$ cat src/rtl/pfd_tdc_if.sv
// Phase/frequency detector bus: async clock inputs and enable in, measurement
// results and strobes out.
interface pfd_tdc_if #(
  parameter int WIDTH = 8
);
  logic             en;
  logic             f_ref;
  logic             f_div;
  logic             up;
  logic             dn;
  logic             dir;
  logic [WIDTH:0]   err;
  logic             err_valid;
  logic             lock;
  logic             slip;

  modport master (
    output en, f_ref, f_div,
    input  up, dn, dir, err, err_valid, lock, slip
  );

  modport slave (
    input  en, f_ref, f_div,
    output up, dn, dir, err, err_valid, lock, slip
  );
endinterface

$ cat src/rtl/pfd_tdc.sv
// Digital PFD + time-to-digital converter: measures the clk-cycle distance
// between synchronised f_ref and f_div rising edges and tracks lock.
module pfd_tdc #(
  parameter int WIDTH       = 8,
  parameter int SYNC_STAGES = 2,
  parameter int LOCK_TOL    = 2,
  parameter int LOCK_CNT    = 16
) (
  input  logic       clk,
  input  logic       rst,
  pfd_tdc_if.slave   bus
);
  localparam int             LW       = $clog2(LOCK_CNT + 1);
  localparam logic [WIDTH-1:0] CNT_MAX  = '1;
  localparam logic [LW-1:0]  LCNT_MAX = LW'(LOCK_CNT);
  localparam logic [31:0]    TOL      = LOCK_TOL;

  typedef enum logic [1:0] {IDLE, REF_LEAD, DIV_LEAD} state_t;

  state_t                 state, state_n;
  logic [SYNC_STAGES-1:0] ref_sync, div_sync;
  logic                   ref_prev, div_prev;
  logic                   ref_rise, div_rise;
  logic [WIDTH-1:0]       cnt, cnt_n, mag;
  logic [LW-1:0]          lcnt, lcnt_n;
  logic [WIDTH:0]         err_n;
  logic                   ev_n, slip_n, dir_n;

  // Synchronisers and edge history run regardless of en, so re-enabling
  // while an input is already high does not fabricate an edge.
  always_ff @(posedge clk or posedge rst) begin
    if (rst) begin
      ref_sync <= '0;
      div_sync <= '0;
      ref_prev <= 1'b0;
      div_prev <= 1'b0;
    end else begin
      ref_sync <= {ref_sync[SYNC_STAGES-2:0], bus.f_ref};
      div_sync <= {div_sync[SYNC_STAGES-2:0], bus.f_div};
      ref_prev <= ref_sync[SYNC_STAGES-1];
      div_prev <= div_sync[SYNC_STAGES-1];
    end
  end

  assign ref_rise = ref_sync[SYNC_STAGES-1] & ~ref_prev;
  assign div_rise = div_sync[SYNC_STAGES-1] & ~div_prev;

  always_ff @(posedge clk or posedge rst) begin
    if (rst) state <= IDLE;
    else     state <= state_n;
  end

  always_comb begin
    state_n = state;
    if (!bus.en) state_n = IDLE;
    else begin
      case (state)
        IDLE:     if (ref_rise && !div_rise)      state_n = REF_LEAD;
                  else if (div_rise && !ref_rise) state_n = DIV_LEAD;
        REF_LEAD: if (div_rise && !ref_rise)      state_n = IDLE;
        DIV_LEAD: if (ref_rise && !div_rise)      state_n = IDLE;
        default:  state_n = IDLE;
      endcase
    end
  end

  // A lagging edge closes the measurement; a second leading edge on the
  // same side in the same cycle immediately opens the next one.
  always_comb begin
    cnt_n  = (cnt == CNT_MAX) ? cnt : cnt + WIDTH'(1);
    err_n  = bus.err;
    ev_n   = 1'b0;
    slip_n = 1'b0;
    dir_n  = bus.dir;
    mag    = '0;
    lcnt_n = lcnt;
    if (!bus.en) begin
      cnt_n  = '0;
      lcnt_n = '0;
    end else begin
      case (state)
        IDLE: begin
          cnt_n = '0;
          if (ref_rise && div_rise) begin
            err_n = '0;
            ev_n  = 1'b1;
          end else if (ref_rise) begin
            cnt_n = WIDTH'(1);
            dir_n = 1'b1;
          end else if (div_rise) begin
            cnt_n = WIDTH'(1);
            dir_n = 1'b0;
          end
        end
        REF_LEAD: begin
          if (div_rise) begin
            err_n = {1'b0, cnt};
            ev_n  = 1'b1;
            mag   = cnt;
            cnt_n = ref_rise ? WIDTH'(1) : '0;
          end else begin
            slip_n = ref_rise;
          end
        end
        DIV_LEAD: begin
          if (ref_rise) begin
            err_n = '0 - {1'b0, cnt};
            ev_n  = 1'b1;
            mag   = cnt;
            cnt_n = div_rise ? WIDTH'(1) : '0;
          end else begin
            slip_n = div_rise;
          end
        end
        default: cnt_n = '0;
      endcase
      if (slip_n) lcnt_n = '0;
      else if (ev_n) begin
        if (32'(mag) <= TOL) lcnt_n = (lcnt == LCNT_MAX) ? lcnt : lcnt + LW'(1);
        else                 lcnt_n = '0;
      end
    end
  end

  always_ff @(posedge clk or posedge rst) begin
    if (rst) begin
      cnt           <= '0;
      lcnt          <= '0;
      bus.up        <= 1'b0;
      bus.dn        <= 1'b0;
      bus.dir       <= 1'b0;
      bus.err       <= '0;
      bus.err_valid <= 1'b0;
      bus.lock      <= 1'b0;
      bus.slip      <= 1'b0;
    end else begin
      cnt           <= cnt_n;
      lcnt          <= lcnt_n;
      bus.up        <= (state_n == REF_LEAD);
      bus.dn        <= (state_n == DIV_LEAD);
      bus.dir       <= dir_n;
      bus.err       <= err_n;
      bus.err_valid <= ev_n;
      bus.lock      <= (lcnt_n == LCNT_MAX);
      bus.slip      <= slip_n;
    end
  end
endmodule

$ cat src/flat_wrapper.sv
// flat-port wrapper written by rule: the top's interface ports become plain ports
module pfd_tdc_flat 
#(
  parameter int WIDTH       = 8,
  parameter int SYNC_STAGES = 2,
  parameter int LOCK_TOL    = 2,
  parameter int LOCK_CNT    = 16
)
  (clk, rst, bus_en, bus_f_ref, bus_f_div, bus_up, bus_dn, bus_dir, bus_err, bus_err_valid, bus_lock, bus_slip);
  pfd_tdc_if #(.WIDTH(WIDTH)) bus_i ();
  input  logic clk;
  input  logic rst;
  input wire logic [$bits(bus_i.en)-1:0] bus_en;
  input wire logic [$bits(bus_i.f_ref)-1:0] bus_f_ref;
  input wire logic [$bits(bus_i.f_div)-1:0] bus_f_div;
  output wire logic [$bits(bus_i.up)-1:0] bus_up;
  output wire logic [$bits(bus_i.dn)-1:0] bus_dn;
  output wire logic [$bits(bus_i.dir)-1:0] bus_dir;
  output wire logic [$bits(bus_i.err)-1:0] bus_err;
  output wire logic [$bits(bus_i.err_valid)-1:0] bus_err_valid;
  output wire logic [$bits(bus_i.lock)-1:0] bus_lock;
  output wire logic [$bits(bus_i.slip)-1:0] bus_slip;
  assign bus_i.en = bus_en;
  assign bus_i.f_ref = bus_f_ref;
  assign bus_i.f_div = bus_f_div;
  assign bus_up = bus_i.up;
  assign bus_dn = bus_i.dn;
  assign bus_dir = bus_i.dir;
  assign bus_err = bus_i.err;
  assign bus_err_valid = bus_i.err_valid;
  assign bus_lock = bus_i.lock;
  assign bus_slip = bus_i.slip;
  pfd_tdc #(.WIDTH(WIDTH), .SYNC_STAGES(SYNC_STAGES), .LOCK_TOL(LOCK_TOL), .LOCK_CNT(LOCK_CNT)) u_core (.clk(clk), .rst(rst), .bus(bus_i));
endmodule
$ cat config.mk
export PLATFORM = sky130hd
export DESIGN_NAME = pfd_tdc_flat
export DESIGN_NICKNAME = d
export VERILOG_FILES = /design/src/rtl/pfd_tdc_if.sv /design/src/rtl/pfd_tdc.sv /design/src/flat_wrapper.sv
export SDC_FILE = /design/constraint.sdc
export NUM_CORES = 1
export LEC_CHECK = 0
export CAP_MARGIN = 0
export CELL_PAD_IN_SITES_DETAIL_PLACEMENT = 0
export CELL_PAD_IN_SITES_GLOBAL_PLACEMENT = 1
export CORE_ASPECT_RATIO = 1.1
export CORE_MARGIN = 1
export CORE_UTILIZATION = 47
export DETAILED_ROUTE_END_ITERATION = 10
export PLACE_DENSITY_LB_ADDON = 0.1
export SETUP_SLACK_MARGIN = 0.15
export SLEW_MARGIN = 20
export SYNTH_ARGS = -nofsm -noshare
export SYNTH_HDL_FRONTEND = slang
export SYNTH_SLANG_ARGS = --single-unit
$ cat constraint.sdc
create_clock -name clk -period 3.5 [get_ports clk]
set_clock_uncertainty 0.15 [all_clocks]
set_input_delay 0.7 -clock clk [delete_from_list [all_inputs] [get_ports clk]]
set_output_delay 0.7 -clock clk [all_outputs]
set_load 0.01 [all_outputs]
Word level (Yosys, flattened, before mapping)
Index checks and enable logic that the tools add are counted.
{"block": "classes", "n_mux": 41, "reduce_logical": 10, "n_shift": 0, "n_div": 0, "add_sub_neg": 3, "magnitude_cmp": 1, "n_eq_ne": 10, "bitwise_logic": 5, "n_mul": 0}
{"cell": "$mux 8", "count": 9}
{"cell": "$mux 9", "count": 3}
{"cell": "$pmux 9 s3", "count": 1}
{"cell": "$mux 5", "count": 5}
{"cell": "$pmux 8 s3", "count": 1}
{"cell": "$pmux 8 s2", "count": 1}
{"cell": "$mux 1", "count": 13}
{"cell": "$eq 5x5->1 const B", "count": 2}
{"cell": "$mux 2", "count": 5}
{"cell": "$sub 1x8->9 const A", "count": 1}
{"cell": "$add 8x1->8 const B", "count": 1}
{"cell": "$eq 8x8->1 const B", "count": 1}
{"cell": "$le 8x2->1 const B", "count": 1}
{"cell": "$ne 2x1->1 const B", "count": 3}
{"cell": "$pmux 2 s3", "count": 1}
{"cell": "$add 5x1->5 const B", "count": 1}
{"cell": "$reduce_and 5->1", "count": 1}
{"cell": "$eq 2x1->1 const B", "count": 2}
{"cell": "$eq 2x2->1 const B", "count": 2}
{"cell": "$reduce_and 4->1", "count": 1}
{"cell": "$logic_and 1x1->1", "count": 3}
{"cell": "$not 1->1", "count": 3}
{"cell": "$pmux 1 s3", "count": 1}
{"cell": "$reduce_bool 3->1", "count": 1}
{"cell": "other kinds (5)", "count": 7}
{"block": "word_totals", "inputBits": 5, "romBits": 0, "output_inout_bits": 15, "latch_bits": 0, "reg_bits": 36, "n_memories": 0, "wordCells": 84, "ramBits": 0}

Longest topological paths before layout
Gate-level depths: netlist (run 1).
{"block": "logic_depth", "word_depth": 11, "depth_mapped": 8}

Worst setup path after synthesis (run 1)
No wires, ideal clock.
{"block": "synth_path", "path_type": "register to register", "start": "reg u_core.state[1]", "end": "reg u_core.bus.lock", "setup_slack_ns": 1.394, "t_arrival_ns": 1.835, "t_required_ns": 3.230, "synth_period_minus_slack_ns": 2.106, "n_path_buf": 1, "path_stages_with_launch": 8, "cell_sequence": "dfrtp_1 -> inv_1 -> ha_1 -> clkbuf_1 -> inv_1 -> o41ai_2 -> a211oi_1 -> and4_1"}
{"block": "synth_between", "elab_chain_cells": 9}
{"element": "start, declared", "line_no": "pfd_tdc.sv:20", "rtl": "state_t state, state_n;"}
{"element": "start signal, assigned", "line_no": "pfd_tdc.sv:50", "rtl": "else state <= state_n;"}
{"element": "$eq 2x2->1 / $eq 2x1->1 (equally long branches)", "line_no": "pfd_tdc.sv:81", "rtl": "case (state)"}
{"element": "$pmux 8 s2", "line_no": "pfd_tdc.sv:81"}
{"element": "$mux 8", "line_no": "pfd_tdc.sv:77", "rtl": "if (!bus.en) begin"}
{"element": "$le 8x2->1", "line_no": "pfd_tdc.sv:119", "rtl": "if (32'(mag) <= TOL) lcnt_n = (lcnt == LCNT_MAX) ? lcnt : lcnt + LW'(1);"}
{"element": "$mux 5", "line_no": "pfd_tdc.sv:119"}
{"element": "$mux 5", "line_no": "pfd_tdc.sv:118", "rtl": "else if (ev_n) begin"}
{"element": "$mux 5 (*)", "line_no": "pfd_tdc.sv:117", "rtl": "if (slip_n) lcnt_n = '0;"}
{"element": "$mux 5 (*)", "line_no": "pfd_tdc.sv:77"}
{"element": "$eq 5x5->1 (*)", "line_no": "pfd_tdc.sv:144", "rtl": "bus.lock <= (lcnt_n == LCNT_MAX);"}
{"element": "end signal, assigned", "line_no": "pfd_tdc.sv:144"}
{"element": "end, declared", "line_no": "pfd_tdc_if.sv:24", "rtl": "output up, dn, dir, err, err_valid, lock, slip"}
Mark *: on every way between the ends. The rest lies on a longest branch, timed or not. The select of a mux whose other input is x is not followed.
A chain may end at the register's enable or synchronous reset.

Worst setup path after layout (run 1)
Ends and elaborated chain as after synthesis.

==> results of run 1 <==
==> per-layer routing <==
layer  part of all wire [%]  vias to the layer above  wire, um  GRT usage [%]
li1                       -                      752         -              -
met1                     46                      724      1810           25.5
met2                     49                       30      1960           35.1
met3                    3.3                        6       131           4.44
met4                    1.6                        0        62           8.27
met5                      0                        -         0              0
==> cell usage after synthesis (all sizes together) (2+ instances only) <==
master	n
a211oi	4
a21boi	2
a21oi	7
a22o	3
a22oi	2
a31oi	3
and2	2
and3	3
and4	2
buf	2
clkbuf	4
dfrtp	36
ha	11
inv	18
nand2	17
nand2b	3
nand3	7
nand3b	3
nand4	5
nor2	20
nor2b	5
nor3	4
o211ai	4
o21ai	10
o31ai	2
o41ai	2
or3	3
xnor2	7
==> worst max-delay path by stage <==
stage	slack, ns	depth (start not counted)	endpoint	startpoint
floorplan	1.39	7	u_core.bus.lock	u_core.state[1]
global placement	0.94	5	u_core.bus.err[0]	bus_en
detailed placement	0.90	5	u_core.bus.err[0]	bus_en
CTS	0.97	7	u_core.bus.lock	u_core.state[1]
global route	0.72	7	u_core.bus.lock	u_core.state[1]
finish	0.93	7	u_core.bus.lock	u_core.state[1]
==> where the power goes <==
group | switching, mW | total [mW] | internal [mW]
combinational | 0.0724 | 0.122 | 0.0496
sequential | 0.0109 | 0.441 | 0.430
clock | 0.135 | 0.270 | 0.135
total | 0.218 | 0.832 | 0.614
==> worst max-delay path, cell delays in order (launching register included) <==
cell and delay (ns):
dfrtp_1 0.45, inv_1 0.11, ha_1 0.43, nand3b_1 0.21, and2_1 0.23, o41ai_2 0.53, a211oi_1 0.12, and4_1 0.23
==> metrics by stage <==
stage	hold WS, ns	area, sq um	setup WS (ns)	total power, mW
floorplan	0.181	1930	1.39	0.530
global placement	0.183	2160	0.943	0.567
detailed placement	0.185	2160	0.897	0.570
CTS	0.199	2240	0.966	0.842
global route	0.213	2240	0.724	0.875
finish	0.197	2240	0.926	0.832
==> flip-flops by register name, indices dropped and copies added, names as in the netlist, 2 cells and up <==
name,count
u_core.state,2
u_core.ref_sync,2
u_core.div_sync,2
u_core.cnt,8
u_core.bus.err,9
u_core.lcnt,5
==> cells by family after synthesis <==
kind of cell	synth area share [%]
simple gates	20.2
compound gates	17.1
flops	46.7
buf+inv	5.13
fa+ha+maj	7.14
xor+xnor	3.63
==> area by class of cell <==
class | instances | area [sq um] | share of cell area, %
multi-input combinational | 142 | 928 | 41.5
sequential | 36 | 901 | 40.3
timing repair buffer | 20 | 198 | 8.84
clock buffer | 6 | 72.6 | 3.24
inverter | 18 | 67.6 | 3.02
tap | 52 | 65.1 | 2.91
clock inverter | 1 | 5.00 | 0.224
==> results.py, run 1 <==
metrics = {
    "status": {
        "status": "finished, final reports clean",
    },
    "yosys": {
        "syn_nets": 218,
        "synth_area_leaders": "dfrtp_1 (47%), ha_1 (7.1%), nor2_1 (3.9%)",
        "yosysSeqAreaShare_pct": 46.7,
        "synth_warnings": 0,
        "synth_cells": 202,
        "async_flop_share_pct": 100,
        "synth_area_per_cell_sq_um": 9.55,
        "synthDistinctLibCells": 43,
        "yosysTopAreaCellShare_pct": 46.7,
        "ys_ff_latch": 36,
        "synthFlopType": "dfrtp_1",
        "synth_edf_count": 0,
        "yosysTopAreaCell": "dfrtp_1",
        "syn-cell-area_sq_um": 1930,
    },
    "drt": {
        "drc": 0,
        "routedWlPerCell_um": 14.4,
        "drtIter0Drc": 53,
        "antenna_left": 0,
        "num_vias": 1512,
        "wirelength_um": 3970,
        "vias_per_cell": 5.50,
        "first_pass_iters": 4,
    },
    "setup_path": {
        "r2r_setup_slack_ns": 0.93,
        "worstPathMaxFanout": 13,
        "end_kind": "register",
        "crit_path_start_kind": "register",
        "r2r_cells": 7,
        "critPathRequiredTime_ns": 3.53,
        "path_class": "register to register",
        "r2r_start": "u_core.state[1]",
        "arrival_ns": 2.60,
        "r2r-end": "u_core.bus.lock",
    },
    "clocking": {
        "worst_skew_pair.late_latency_ns": 0.29,
        "hold_buffers": 0,
        "cts_buffers": 5,
        "clkTransAtPathRegs_ns": 0.07,
        "htree_levels": 2,
        "ctsResizeCount": 0,
        "ctsLongestPathBuffers": 2,
        "cts_tree": "yes",
        "cts_setup_buffers": 0,
        "cts.sinks": 36,
        "cts-root-buf": "clkbuf_8",
    },
    "placed_design": {
        "hpwl_um": 2980,
        "dp_cells": 268,
        "gp_congestion": 0.837,
        "io_buffers": 19,
    },
    "timing": {
        "setup_viol": 0,
        "period_needed_ns": 2.57,
        "slew-limit-headroom_pct": 52.6,
        "fmax_mhz": 388,
        "worst_pin_slew_ns": 0.704,
        "drv_slew": 0,
        "hold_viol_final": 0,
        "setup_tns_ns": 0,
        "rsz0062_at_grt": "false",
        "post-route-period-util_pct": 73.5,
    },
    "job": {
        "drv_cap": 0,
    },
    "hold_path": {
        "worstHoldEndpoint": "u_core.ref_sync[1]",
        "hold_depth": 0,
        "min_from": "u_core.ref_sync[0]",
        "hold_class": "register to register",
    },
    "die": {
        "die_y_um": 69.2,
        "fp.dieW_um": 63.1,
        "core-area_sq_um": 3930,
        "boundaryPins": 20,
        "die_area_sq_um": 4360,
        "start_util_pct": 49.0,
        "fp-row-count": 24,
    },
    "power_and_ir_drop": {
        "p_leak_nw": 0.953,
        "ir_worst_vdd_v": 0.000246,
        "powerDensity_nw_per_um2": 372,
    },
    "layout": {
        "drive_gt1_share_pct": 5.38,
        "utilization_pct": 56.9,
        "diodes": 0,
        "layout_common_cells": "dfrtp_1 (36), nor2_1 (20), clkdlybuf4s50_1 (19), inv_1 (18), nand2_1 (16)",
        "stdcell_count": 275,
        "nFillCells": 377,
        "fin_nets": 239,
        "area_growth_pct": 16.0,
        "layout_commonest_cell": "dfrtp_1",
    },
    "global_route": {
        "grtUsageTotal_pct": 20.7,
        "grt_overflow": 0,
        "antenna_found_initial": 0,
        "grt_max_degree": 37,
        "grt_pass1_wl_um": 6930,
        "grt_pass1_vias": 1492,
    },
}
(Power assumes the default switching activity.)
==> inputs of run 2 (changes only) <==
--- a/config.mk
+++ b/config.mk
@@ -10,7 +10,7 @@
 export CELL_PAD_IN_SITES_GLOBAL_PLACEMENT = 1
 export CORE_ASPECT_RATIO = 1.1
 export CORE_MARGIN = 1
-export CORE_UTILIZATION = 47
+export CORE_UTILIZATION = 39
 export DETAILED_ROUTE_END_ITERATION = 10
 export PLACE_DENSITY_LB_ADDON = 0.1
 export SETUP_SLACK_MARGIN = 0.15
==> constraint.sdc (replaced) <==
create_clock -name clk -period 2.15 [get_ports clk]
set_clock_uncertainty 0.15 [all_clocks]
set_input_delay 0.43 -clock clk [delete_from_list [all_inputs] [get_ports clk]]
set_output_delay 0.43 -clock clk [all_outputs]
set_load 0.01 [all_outputs]
==> run 2 against run 1 <==
Effect of this change:
- highest routed layer unchanged
- first-iteration DRC count fell by 5.7%
- worst setup slack got worse by 0.79 ns
- flip-flop and latch count did not move
- combinational power rose by 110%
==> results.py, run 2 (same netlist as run 1, synthesis figures left out) <==
metrics = {
    "status": {
        "status": "finished, final reports clean",
    },
    "die": {
        "fp.dieW_um": 69.0,
        "start_util_pct": 41.2,
        "fp-row-count": 26,
        "boundaryPins": 20,
        "core-area_sq_um": 4680,
        "die_area_sq_um": 5230,
        "die_y_um": 75.7,
    },
    "layout": {
        "stdcell_count": 309,
        "regArea_sq_um": 903,
        "nFillCells": 425,
        "layout_commonest_cell": "dfrtp_1",
        "largest_register": "u_core.bus.err",
        "diodes": 0,
        "multi_input_area_sq_um": 1030,
        "largest_reg_flops": 9,
        "design_area_sq_um": 2600,
        "fin_nets": 268,
        "top_regs": "u_core.bus.err (9), u_core.cnt (8), u_core.lcnt (5)",
        "layout_common_cells": "dfrtp_1 (34), buf_4 (29), nor2_1 (19), clkdlybuf4s50_1 (19)",
        "drive_gt1_share_pct": 23.7,
        "area_growth_pct": 34.7,
    },
    "timing": {
        "worst_pin_slew_ns": 0.450,
        "rsz0062_at_grt": "true",
        "post-route-period-util_pct": 93.5,
        "period_needed_ns": 2.01,
        "hold_viol_final": 0,
        "fmax_mhz": 497,
        "slew-limit-headroom_pct": 70.0,
        "setup_viol": 0,
        "drv_slew": 0,
    },
    "power_and_ir_drop": {
        "powerDensity_nw_per_um2": 600,
        "ir_worst_vdd_v": 0.000447,
        "p_leak_nw": 1.13,
    },
    "setup_path": {
        "crit_path_start_kind": "register",
        "end_kind": "register",
        "critPathRequiredTime_ns": 2.23,
        "arrival_ns": 2.09,
        "path_class": "register to register",
        "worstPathMaxFanout": 12,
    },
    "placed_design": {
        "dp_cells": 293,
        "gp_congestion": 0.788,
        "hpwl_um": 3220,
        "io_buffers": 19,
        "placed_area_sq_um": 2340,
    },
    "drt": {
        "first_pass_iters": 4,
        "wirelength_um": 4410,
        "routedWlPerCell_um": 14.3,
        "vias_per_cell": 5.22,
        "drc": 0,
        "drtIter0Drc": 50,
        "num_vias": 1613,
        "antenna_left": 0,
    },
    "global_route": {
        "antenna_found_initial": 0,
        "grt_pass1_wl_um": 7400,
        "grt_pass1_vias": 1598,
        "grt_max_degree": 37,
        "grtUsageTotal_pct": 18.4,
        "grt_overflow": 0,
    },
    "clocking": {
        "cts-root-buf": "clkbuf_8",
        "clkTransAtPathRegs_ns": 0.07,
        "cts.sinks": 36,
        "hold_buffers": 0,
        "worst_skew_pair.late_latency_ns": 0.29,
        "htree_levels": 2,
        "cts_tree": "yes",
        "cts_buffers": 5,
        "ctsLongestPathBuffers": 2,
    },
    "job": {
        "drv_cap": 0,
    },
    "hold_path": {
        "hold_class": "register to register",
    },
}
-- run 2: changes by cell type in the layout (fill, tap and decap cells not counted), moves of 2 or more --
cell / before / now
o21ai_0: 10 / 7
ha_2: 0 / 3
dfrtp_2: 0 / 2
nor2b_4: 0 / 2
inv_1: 18 / 16
nor2b_1: 5 / 3
buf_4: 1 / 29
inv_2: 0 / 2
o21ai_1: 0 / 3
dfrtp_1: 36 / 34
ha_4: 0 / 2
ha_1: 11 / 6
-- run 2: stage by stage --
step | power, mW | hold WS (ns) | setup TNS (ns) | worst slack [ns] | utilization (%)
final | 1.56 | 0.202 | 0 | 0.140 | 55.4
after floorplan | 0.869 | 0.181 | 0 | 0.161 | -
after global routing | 1.64 | 0.221 | 0 | 0.0410 | 55.4
after CTS | 1.56 | 0.204 | 0 | 0.131 | 54.1
after detailed placement | 0.959 | 0.187 | -0.0420 | -0.0420 | 50.1
after global placement | 0.954 | 0.184 | -0.0130 | -0.0130 | 50.1
-- run 2: area by class of cell --
type	instances	share of cell area, %
Clock buffer	6	2.79
Clock inverter	2	1.35
Inverter	18	2.60
Multi-Input combinational cell	142	39.6
Sequential cell	36	34.8
Tap cell	56	2.70
Timing Repair Buffer	49	16.1
-- run 2: worst paths after layout --
kind | endpoint | cells after the start | slack [ns] | from
max in group asynchronous | u_core.cnt[1] | 3 | 1.13 | rst
min in group asynchronous | u_core.ref_sync[1] | 3 | 0.38 | rst
min reg2reg | u_core.div_sync[1] | 0 | 0.20 | u_core.div_sync[0]
min | u_core.div_sync[1] | 0 | 0.20 | u_core.div_sync[0]
max reg2reg | u_core.bus.lock | 8 | 0.14 | u_core.state[0]
max | u_core.bus.lock | 8 | 0.14 | u_core.state[0]
-- run 2: repair_timing --
item                                    CTS  global route
gates resized for setup                  11            13
pin swaps                                 7            12
setup buffers                             5             3
endpoints found under the setup margin    9            22
-- run 2: power breakdown --
part / total [mW] / leakage (nW) / internal [mW] / switching, mW
registers: 0.717 / 0.482 / 0.700 / 0.0177
clock network: 0.584 / 0.0552 / 0.344 / 0.240
logic: 0.258 / 0.588 / 0.118 / 0.139
-- run 2: critical path: stages, from the launching register on --
cell	delay [ns]
dfrtp_1	0.38
buf_4	0.15
ha_4	0.15
buf_4	0.17
a22o_1	0.27
a21boi_2	0.17
o41ai_4	0.10
a211oi_2	0.21
and4_1	0.20
-- run 2: routing by layer --
metal | up-vias | global-route usage [%] | wire (um)
li1 | 810 | - | -
met1 | 767 | 23.0 | 2100
met2 | 29 | 31.5 | 2110
met3 | 7 | 3.97 | 127
met4 | 0 | 7.48 | 75
met5 | - | 0 | 0
==> RTL change (settings of run 2) <==
`WIDTH` is set to 8 in 3 places; all go to 7.
--- a/src/rtl/pfd_tdc_if.sv
+++ b/src/rtl/pfd_tdc_if.sv
@@ -3,3 +3,3 @@
 interface pfd_tdc_if #(
-  parameter int WIDTH = 8
+  parameter int WIDTH = 7
 );
--- a/src/rtl/pfd_tdc.sv
+++ b/src/rtl/pfd_tdc.sv
@@ -3,3 +3,3 @@
 module pfd_tdc #(
-  parameter int WIDTH       = 8,
+  parameter int WIDTH       = 7,
   parameter int SYNC_STAGES = 2,
--- a/src/flat_wrapper.sv
+++ b/src/flat_wrapper.sv
@@ -3,3 +3,3 @@
 #(
-  parameter int WIDTH       = 8,
+  parameter int WIDTH       = 7,
   parameter int SYNC_STAGES = 2,
Ports: changed (resized bus_err); port bits go from 20 to 19. The function was not compared with the original's and may differ.
==> RTL change against run 2 <==
Count of clock-buffer cells in the layout up 1. Total power shrank 11%. Routed wire length decreased by 13%. Sequential cell count is 2 lower. Area after synthesis shrank 5.1%. Setup slack lost 13 ps. Combinational power shrank 10%. Design area is 9.7% lower.
==> RTL change: results (changes against run 2) <==
outcome -> finished clean
Worst EP arrival -> 2050 ps (-40 ps)
met3 GRT Util -> 4.19% (+0.22 points)
Initial DRC Count -> 74 (+48%)
Critical Path Max Stage Delay -> 430 ps (+50 ps)
share of layout cells above drive strength 1 -> 22.3% (-1.4 points)
DP Area -> 0.00211 mm² (-9.9%)
WL met1 -> 1850 µm (-12%)
P&R area growth vs syn -> 28.2%
Rel. slew slack -> 68.9% (-1.1 points)
invs w/o clock -> 14 (-4)
post-synth cell types -> 48 (+12%)
multi-input logic portion of the cell area -> 41.5% (+1.9 points)
largest net degree at the start of global routing -> 35 (-5.4%)
Placed Cells incl. Taps -> 263 (-10%)
average vias per placed instance -> 5.21 (-0.22%)
Adder-Cell Fraction of Synth Area -> 7.52% (+0.39 points)
routability cong. -> 0.853 (+8.2%)
core area -> 0.00441 mm² (-5.8%)
Largest regs -> u_core.bus.err: 8 flops, u_core.cnt: 7 flops, u_core.lcnt: 5 flops
Post-Synth XOR/XNOR Area -> 3.83% (+0.20 points)
Seq/Total Area, Yosys -> 46.5% (-0.21 points)
final-layout fill cell count -> 410 (-3.5%)
Signal buf overhead -> 13.1% (-3.0 points)
vias in the first global route -> 1385 (-13%)
wire length on met3 -> 145 µm (+14%)
Nets -> 239 (-11%)
global-route wire length before repair -> 6490 µm (-12%)
Net Sw Frac -> 26.3% (+0.87 points)
ClkCell Share -> 3.89% (-0.25 points)
Seq area share -> 36.3% (+1.5 points)
Port-buffer cells -> 18 (-1)
static leakage -> 1.01 nW (-10%)
DR WL/cell -> 13.9 µm (-2.9%)
compound-gate portion of the synthesized area -> 14.4% (-2.8 points)
Net Count, Synth -> 204 (-6.4%)
Final Power -> 0.00139 W (-11%)
Avg Cell Area, Syn -> 9.73 µm² (+1.9%)
layout clock buffer count -> 7 (+1)
Clock power frac -> 34.8% (-2.7 points)
main area contributors after synthesis -> dfrtp_1, ha_1, nand2_1
HPWL after detailed placement -> 2770 µm (-14%)
worst-path fanout max -> 5 (-7)
met2 Use GR -> 28.8% (-2.7 points)
Cell Count, Final, Fillers Out -> 278 (-10%)
[RTL change: changes by cell type after synthesis, sizes merged, moves of 3 or more]
cell    change
inv         -4
nand4       -3
o211ai      -3
buf         +3
nand2       +5
a311o       +3
xnor2       -3
xor2        +3
a22oi       +3
[RTL change: path summary, 6_finish.rpt]
path / end / cells after the start / startpoint
worst min-delay path: u_core.div_sync[1] / 0 / u_core.div_sync[0]
worst max register to register: u_core.bus.lock / 8 / u_core.state[0]
worst max-delay path: u_core.bus.lock / 8 / u_core.state[0]
worst min register to register: u_core.div_sync[1] / 0 / u_core.div_sync[0]
min in group asynchronous: u_core.cnt[6] / 3 / rst
max in group asynchronous: u_core.state[0] / 3 / rst
[RTL change: what timing repair did]
action | in CTS | in global routing
pin swaps | 8 | 4
setup endpoints to repair | 7 | 10
setup buffers | 4 | 3
gates resized for setup | 10 | 14
